$ cat src/rtl/keypad_matrix_emulator.sv
`default_nettype none
// ============================================================================
// Module      : keypad_matrix_emulator
// Description : 4x4 keypad stand-in; replays queued key presses with bounce,
//               hold and release gap as a column return to a row scanner.
// Revision    : 1.0
// ============================================================================
module keypad_matrix_emulator #(
    parameter int HOLD_CYCLES   = 1000,
    parameter int BOUNCE_CYCLES = 64,
    parameter int BOUNCE_TOGGLE = 8,
    parameter int GAP_CYCLES    = 200
) (
    input  logic       clk,
    input  logic       rst,
    input  logic [3:0] key_code,
    input  logic       key_valid,
    output logic       key_ready,
    input  logic [3:0] fila,
    output logic [3:0] columna,
    output logic       busy,
    output logic       contact
);

    localparam int MAX_HG = (HOLD_CYCLES > GAP_CYCLES) ? HOLD_CYCLES : GAP_CYCLES;
    localparam int MAX_P  = (MAX_HG > BOUNCE_CYCLES) ? MAX_HG : BOUNCE_CYCLES;
    localparam int CW     = $clog2(MAX_P) + 1;
    localparam int TW     = $clog2(BOUNCE_TOGGLE) + 1;

    localparam logic [CW-1:0] HOLD_LOAD   = CW'(HOLD_CYCLES - 1);
    localparam logic [CW-1:0] BOUNCE_LOAD = CW'(BOUNCE_CYCLES - 1);
    localparam logic [CW-1:0] GAP_LOAD    = CW'(GAP_CYCLES - 1);
    localparam logic [TW-1:0] TOG_LAST    = TW'(BOUNCE_TOGGLE - 1);

    typedef enum logic [2:0] {
        IDLE           = 3'd0,
        PRESS_BOUNCE   = 3'd1,
        HOLD           = 3'd2,
        RELEASE_BOUNCE = 3'd3,
        GAP            = 3'd4
    } state_t;

    state_t        state, state_next;
    logic [CW-1:0] cnt, cnt_next;
    logic [TW-1:0] tog, tog_next;
    logic [3:0]    code, code_next;
    logic          contact_next;

    assign key_ready = (state == IDLE) && !rst;
    assign busy      = (state != IDLE);

    // Each state loads (length - 1) on entry and leaves when the count hits 0.
    always_comb begin
        state_next   = state;
        cnt_next     = cnt;
        tog_next     = tog;
        code_next    = code;
        contact_next = contact;
        case (state)
            IDLE: begin
                contact_next = 1'b0;
                if (key_valid && key_ready) begin
                    code_next    = key_code;
                    contact_next = 1'b1;
                    tog_next     = '0;
                    if (BOUNCE_CYCLES > 0) begin
                        state_next = PRESS_BOUNCE;
                        cnt_next   = BOUNCE_LOAD;
                    end else begin
                        state_next = HOLD;
                        cnt_next   = HOLD_LOAD;
                    end
                end
            end
            PRESS_BOUNCE, RELEASE_BOUNCE: begin
                if (cnt == '0) begin
                    if (state == PRESS_BOUNCE) begin
                        state_next   = HOLD;
                        cnt_next     = HOLD_LOAD;
                        contact_next = 1'b1;
                    end else begin
                        state_next   = GAP;
                        cnt_next     = GAP_LOAD;
                        contact_next = 1'b0;
                    end
                end else begin
                    cnt_next = cnt - CW'(1);
                    if (tog == TOG_LAST) begin
                        tog_next     = '0;
                        contact_next = ~contact;
                    end else begin
                        tog_next = tog + TW'(1);
                    end
                end
            end
            HOLD: begin
                contact_next = 1'b1;
                if (cnt == '0) begin
                    contact_next = 1'b0;
                    tog_next     = '0;
                    if (BOUNCE_CYCLES > 0) begin
                        state_next = RELEASE_BOUNCE;
                        cnt_next   = BOUNCE_LOAD;
                    end else begin
                        state_next = GAP;
                        cnt_next   = GAP_LOAD;
                    end
                end else begin
                    cnt_next = cnt - CW'(1);
                end
            end
            GAP: begin
                contact_next = 1'b0;
                if (cnt == '0) begin
                    state_next = IDLE;
                end else begin
                    cnt_next = cnt - CW'(1);
                end
            end
            default: begin
                state_next   = IDLE;
                contact_next = 1'b0;
            end
        endcase
    end

    always_ff @(posedge clk) begin
        if (rst) begin
            state   <= IDLE;
            cnt     <= '0;
            tog     <= '0;
            code    <= 4'h0;
            contact <= 1'b0;
            columna <= 4'b0000;
        end else begin
            state   <= state_next;
            cnt     <= cnt_next;
            tog     <= tog_next;
            code    <= code_next;
            contact <= contact_next;
            columna <= (contact && fila[code[3:2]]) ? (4'b0001 << code[1:0]) : 4'b0000;
        end
    end

`ifndef SYNTHESIS
    always_ff @(posedge clk) begin
        if (!rst) begin
            assert (HOLD_CYCLES >= 1 && GAP_CYCLES >= 1 && BOUNCE_TOGGLE >= 1 && BOUNCE_CYCLES >= 0)
                else $error("keypad_matrix_emulator: illegal zero timing parameter");
        end
    end
`endif

endmodule
`default_nettype wire

$ cat config.mk
export PLATFORM = sky130hd
export DESIGN_NAME = keypad_matrix_emulator
export DESIGN_NICKNAME = d
export VERILOG_FILES = /design/src/rtl/keypad_matrix_emulator.sv
export SDC_FILE = /design/constraint.sdc
export NUM_CORES = 1
export LEC_CHECK = 0
export BUFFER_PORTS_ARGS = -buffer_cell sky130_fd_sc_hd__buf_2
export CAP_MARGIN = 20
export CORE_MARGIN = 5
export CORE_UTILIZATION = 60
export DETAILED_ROUTE_END_ITERATION = 16
export GPL_TIMING_DRIVEN = 0
export PLACE_DENSITY = 0.82
export SYNTH_ARGS = -nofsm -noshare
export SYNTH_HDL_FRONTEND = slang
export SYNTH_SLANG_ARGS = --single-unit
$ cat constraint.sdc
create_clock -name clk -period 2.6 [get_ports clk]
set_input_delay 0.39 -clock clk [delete_from_list [all_inputs] [get_ports clk]]
set_output_delay 0.39 -clock clk [all_outputs]
set_load 0.1 [all_outputs]
* Word level (Yosys, flattened, before mapping) *
Index checks and enable logic that the tools add are counted.

cells by class
  bitwise gates (word level) = 2
  multiplexer cells = 25
  eq/ne operators = 12
  $lt $le $gt $ge = 1
  multiply operators = 0
  shift operators = 1
  reductions and logical operators = 15
  $add $sub $neg = 2
  div/mod/pow operators = 0

operator list
  kind                                                                          number
  11-bit 2-to-1 mux                                                             4
  11-bit case mux with 4 select lines                                           1
  4-bit 2-to-1 mux                                                              4
  3-bit 2-to-1 mux                                                              5
  3-bit case mux with 4 select lines                                            1
  4-bit case mux with 3 select lines                                            1
  11-bit logical NOT                                                            1
  11-bit by 1-bit subtractor with 11-bit output, second input constant          1
  10-bit 2-to-1 mux                                                             1
  2-bit != test, second input constant                                          5
  4-bit AND reduction                                                           2
  3-bit by 2-bit equality test with 1-bit output, second input constant         2
  1-bit 2-to-1 mux                                                              6
  3-bit nonzero test                                                            2
  4-bit by 1-bit adder with 4-bit output, second input constant                 1
  4-bit by 3-bit equality test with 1-bit output, second input constant         1
  4-bit nonzero test                                                            1
  2-bit OR reduction                                                            2
  1-bit by 2-bit left shift with 4-bit output, first input constant             1
  3-bit by 1-bit equality test with 1-bit output, second input constant         1
  3-bit equality test, second input constant                                    1
  1-bit logical AND                                                             3
  3-bit logical NOT                                                             1
  2-bit by 3-bit less-than comparator with 1-bit output, second input constant  1
  other kinds (8)                                                               9

storage, ports and cells
  memories kept = 0
  output and inout bits = 7
  bits in registers = 27
  logic and storage cells = 64
  bits of input ports = 11
  bits in latches = 0
  memory bits (read-only) = 0
  RAM bits = 0

* Logic depth before layout (Yosys ltp) *
  word-level depth = 5
  mapped depth = 8
  gate-level depth less buffers = 7

* Least setup slack after synthesis *
No wires, ideal clock.

  path type = register to output
  from = register state[0]
  to = output port key_ready
  data required time = 2210 ps
  stages on the path, launching flop included = 5
  slack = -589 ps
  arrival = 2799 ps
  cells stage by stage = dfxtp_1 -> buf_2 -> or3_1 -> clkbuf_1 -> nor2_1

between the ends
  word-level cells in the longest chain between the ends = 2

RTL lines
  element                 RTL line  source
  start, declared         43        state_t state, state_next;
  start signal, assigned  136       state <= state_next;
  3-bit logical NOT       49        assign key_ready = (state == IDLE) && !rst;
  1-bit logical AND       49
  end, declared           18        output logic key_ready,

Every way passes these cells.

* Worst setup path in the final report *
Ends and elaborated chain as after synthesis.

==> metrics.txt <==
top-area cell type share of the netlist area 0.3489; post-route ant nets 0; cell chain of the critical path buf_2, or3_1, clkbuf_1, nor2_4, buf_2; Post-DP HPWL about 2700 um; top-count cell post-synth dfxtp_1; CP required roughly 2200 ps; Rows 18; via/cell ratio roughly 6.4; Critical Path Source Type flop; initial drt markers 100; sw frac 0.4403; Reg power frac 0.411; CP endpoint kind output pin; synth top area cells dfxtp_1 35%, nand2_1 5.8%, nand3_1 4.5%, a21oi_1 4.2%, nor2_1 3.6%; drt total wl 3655 um; Root Buffer clkbuf_4; utilization after layout 0.6899; Final Critical Period between 2000 and 2500 ps; Int Pwr about 700 uW; initial core utilization 0.6253; Syn Inst Count 188; routed vias roughly 1500; worst-case hold slack 218.6 ps; reg2reg path depth 5; number of global-route vias before repair ~1400; Clock Sinks 27; FF-to-FF End cnt[3]; Synth cell types 55; area grow syn2layout 10.34%; slew margin rel. 0.4925; EDFF count, synth 0; clk_skew around 3.3 ps; All-Layer GR Usage 0.2228; fillers 207; Synth Warn # 0; sequential fraction of the synthesis area 0.3489; Fin Setup TNS 0 ps; register-to-register setup slack 510 ps; clk slew on worst S/H paths roughly 150 ps; Inserted Diodes 0; CTS tree yes; power share of the clock group 0.158; CP top delay family buffers and inverters; Setup Buffers After CTS 0; Synthesized Nets between 200 and 250; max cap viols 0; Final Cycle Share 0.8891; total grt overflow 0; htree depth 1; DRC Markers 0; f_max approximately 0.43 GHz; die span in x between 60 and 70 um; largest net degree at the start of global routing 17; first-pass GRT wire length a little over 6000 um; CTS max path bufs 2; ys flop type dfxtp_1; Vert. Die Dim slightly above 60 um; worst vdd ir around 530 uV; type of the most critical hold path in -> reg; Worst R2R Start cnt[4]; Post-Syn Area about 1500 um2; routed length per instance about 15 um; die area roughly 3700 um2; pwr dens between 700 and 800 nW/um2; TritonRoute pass-1 iters 4; Slew Limit Fails 0; cell at the slowest stage of the critical path buf_2; Crit path depth 5; Worst Path Arrival 1920 ps; CP peak stage delay around 420 ps; Worst Path Max Fanout 10; unrepaired setup endpoints after global routing no; final hold vios 0; layout cell share with drive strength beyond 1 0.1818; cts bufs inserted 3; total power 1.251 mW; initial antenna violation count 0; critical path's most frequent cell buf_2; worst slew pin tran between 700 and 800 ps; num ports 18; Psw 550.9 uW; Hold-fix buffers, CTS 0; ys async rst share 0; gpl congestion around 0.96; critical path class reg -> out; CP startpoint state[0]; Critical Path End key_ready; Core ar. around 2500 um2; port buffer count 17; syn avg cell area a little over 8 um2; Post-synth top cells 27 x dfxtp_1, 24 x nand2_1, 15 x nor2_1; flops & latches, synth 27; combinational share of power 0.431; Nets approximately 220; Final setup viols 0; Pleak about 0.65 nW; post-cts resize count 0; Clk Latency, worst-skew pair approximately 340 ps; cell taking the most area after synthesis dfxtp_1; Crit path buffers/inverters 3; status finished clean
-- worst min-delay path, delay by kind of cell --
family / cells / cell delay, ps
buf+inv: 1 / 80
simple gates: 2 / 80
-- power by group through the flow --
stage / logic (mW) / registers [mW] / clock network [mW]
floorplan: 0.384 / 0.566 / 0
global placement: 0.524 / 0.520 / 0
detailed placement: 0.532 / 0.523 / 0
CTS: 0.533 / 0.514 / 0.198
global route: 0.585 / 0.523 / 0.218
finish: 0.539 / 0.515 / 0.197
-- flip-flops by register name, indices dropped and copies added, names as in the netlist --
name and flops:
cnt 11, code 4, columna 4, contact 1
state 3, tog 4
-- cell type report --
class	instances	area (um2)	area share
clock buffers	3	22.52	0.01318
multi-input cells	147	952.2	0.5571
flip-flops and latches	27	540.5	0.3163
inverters	5	18.77	0.01098
repair buffers	17	85.08	0.04978
clock inverters	1	7.507	0.004392
well taps	30	37.54	0.02196
plain buffers	9	45.04	0.02635
-- layout by cell type (no fill, tap or decap), drive strengths merged, types with 2 or more instances in the layout --
| master | count |
|---|---|
| a2111oi | 2 |
| o221ai | 2 |
| a211oi | 5 |
| nand2b | 2 |
| clkbuf | 5 |
| o31ai | 6 |
| xor2 | 2 |
| buf | 24 |
| nor2b | 4 |
| ha | 3 |
| or3 | 2 |
| nor3b | 5 |
| nor3 | 10 |
| or4 | 3 |
| nor4 | 3 |
| nand3 | 14 |
| nand4 | 3 |
| dfxtp | 27 |
| nand2 | 24 |
| o21ai | 6 |
| a21oi | 13 |
| nor2 | 15 |
| inv | 4 |
| a31oi | 3 |
-- kinds of logic (layout without fill, tap and decap cells) --
family | count (synthesis) | count (layout) | synth area share
AOI/OAI and AO/OA | 47 | 47 | 0.2221
xor gates and xnor gates | 3 | 3 | 0.01697
adders and majority gates | 3 | 3 | 0.02424
buffers and inverters | 14 | 35 | 0.04119
DFF | 27 | 27 | 0.3490
muxes | 1 | 1 | 0.01454
and+or+nand+nor | 93 | 93 | 0.3320
-- how the worst min path moves through the flow --
stage,slack [ps],endpoint,depth (start not counted),start
after detailed placement,460,code[3],2,code[3]
final,220,code[0],3,key_code[0]
after CTS,220,code[0],3,key_code[0]
after global routing,220,code[1],3,key_code[1]
after global placement,450,code[3],2,code[3]
after floorplan,440,code[3],2,code[3]
-- through the flow --
stage / cells / area (um2) / setup slack [ps]
CTS: 239 / 1709 / 282.1
detailed placement: 235 / 1679 / 421.8
global route: 239 / 1709 / 223.0
finish: 239 / 1709 / 288.4
floorplan: 188 / 1556 / 152.0
global placement: 235 / 1679 / 425.0
-- metal layers --
metal	track usage	wire length, um	up-vias
li1	-	-	752
met4	0.1084	82	0
met1	0.2990	1621	691
met5	0	0	-
met2	0.3420	1630	75
met3	0.04255	321	15
Note: power is estimated with default switching activity, not from simulation.
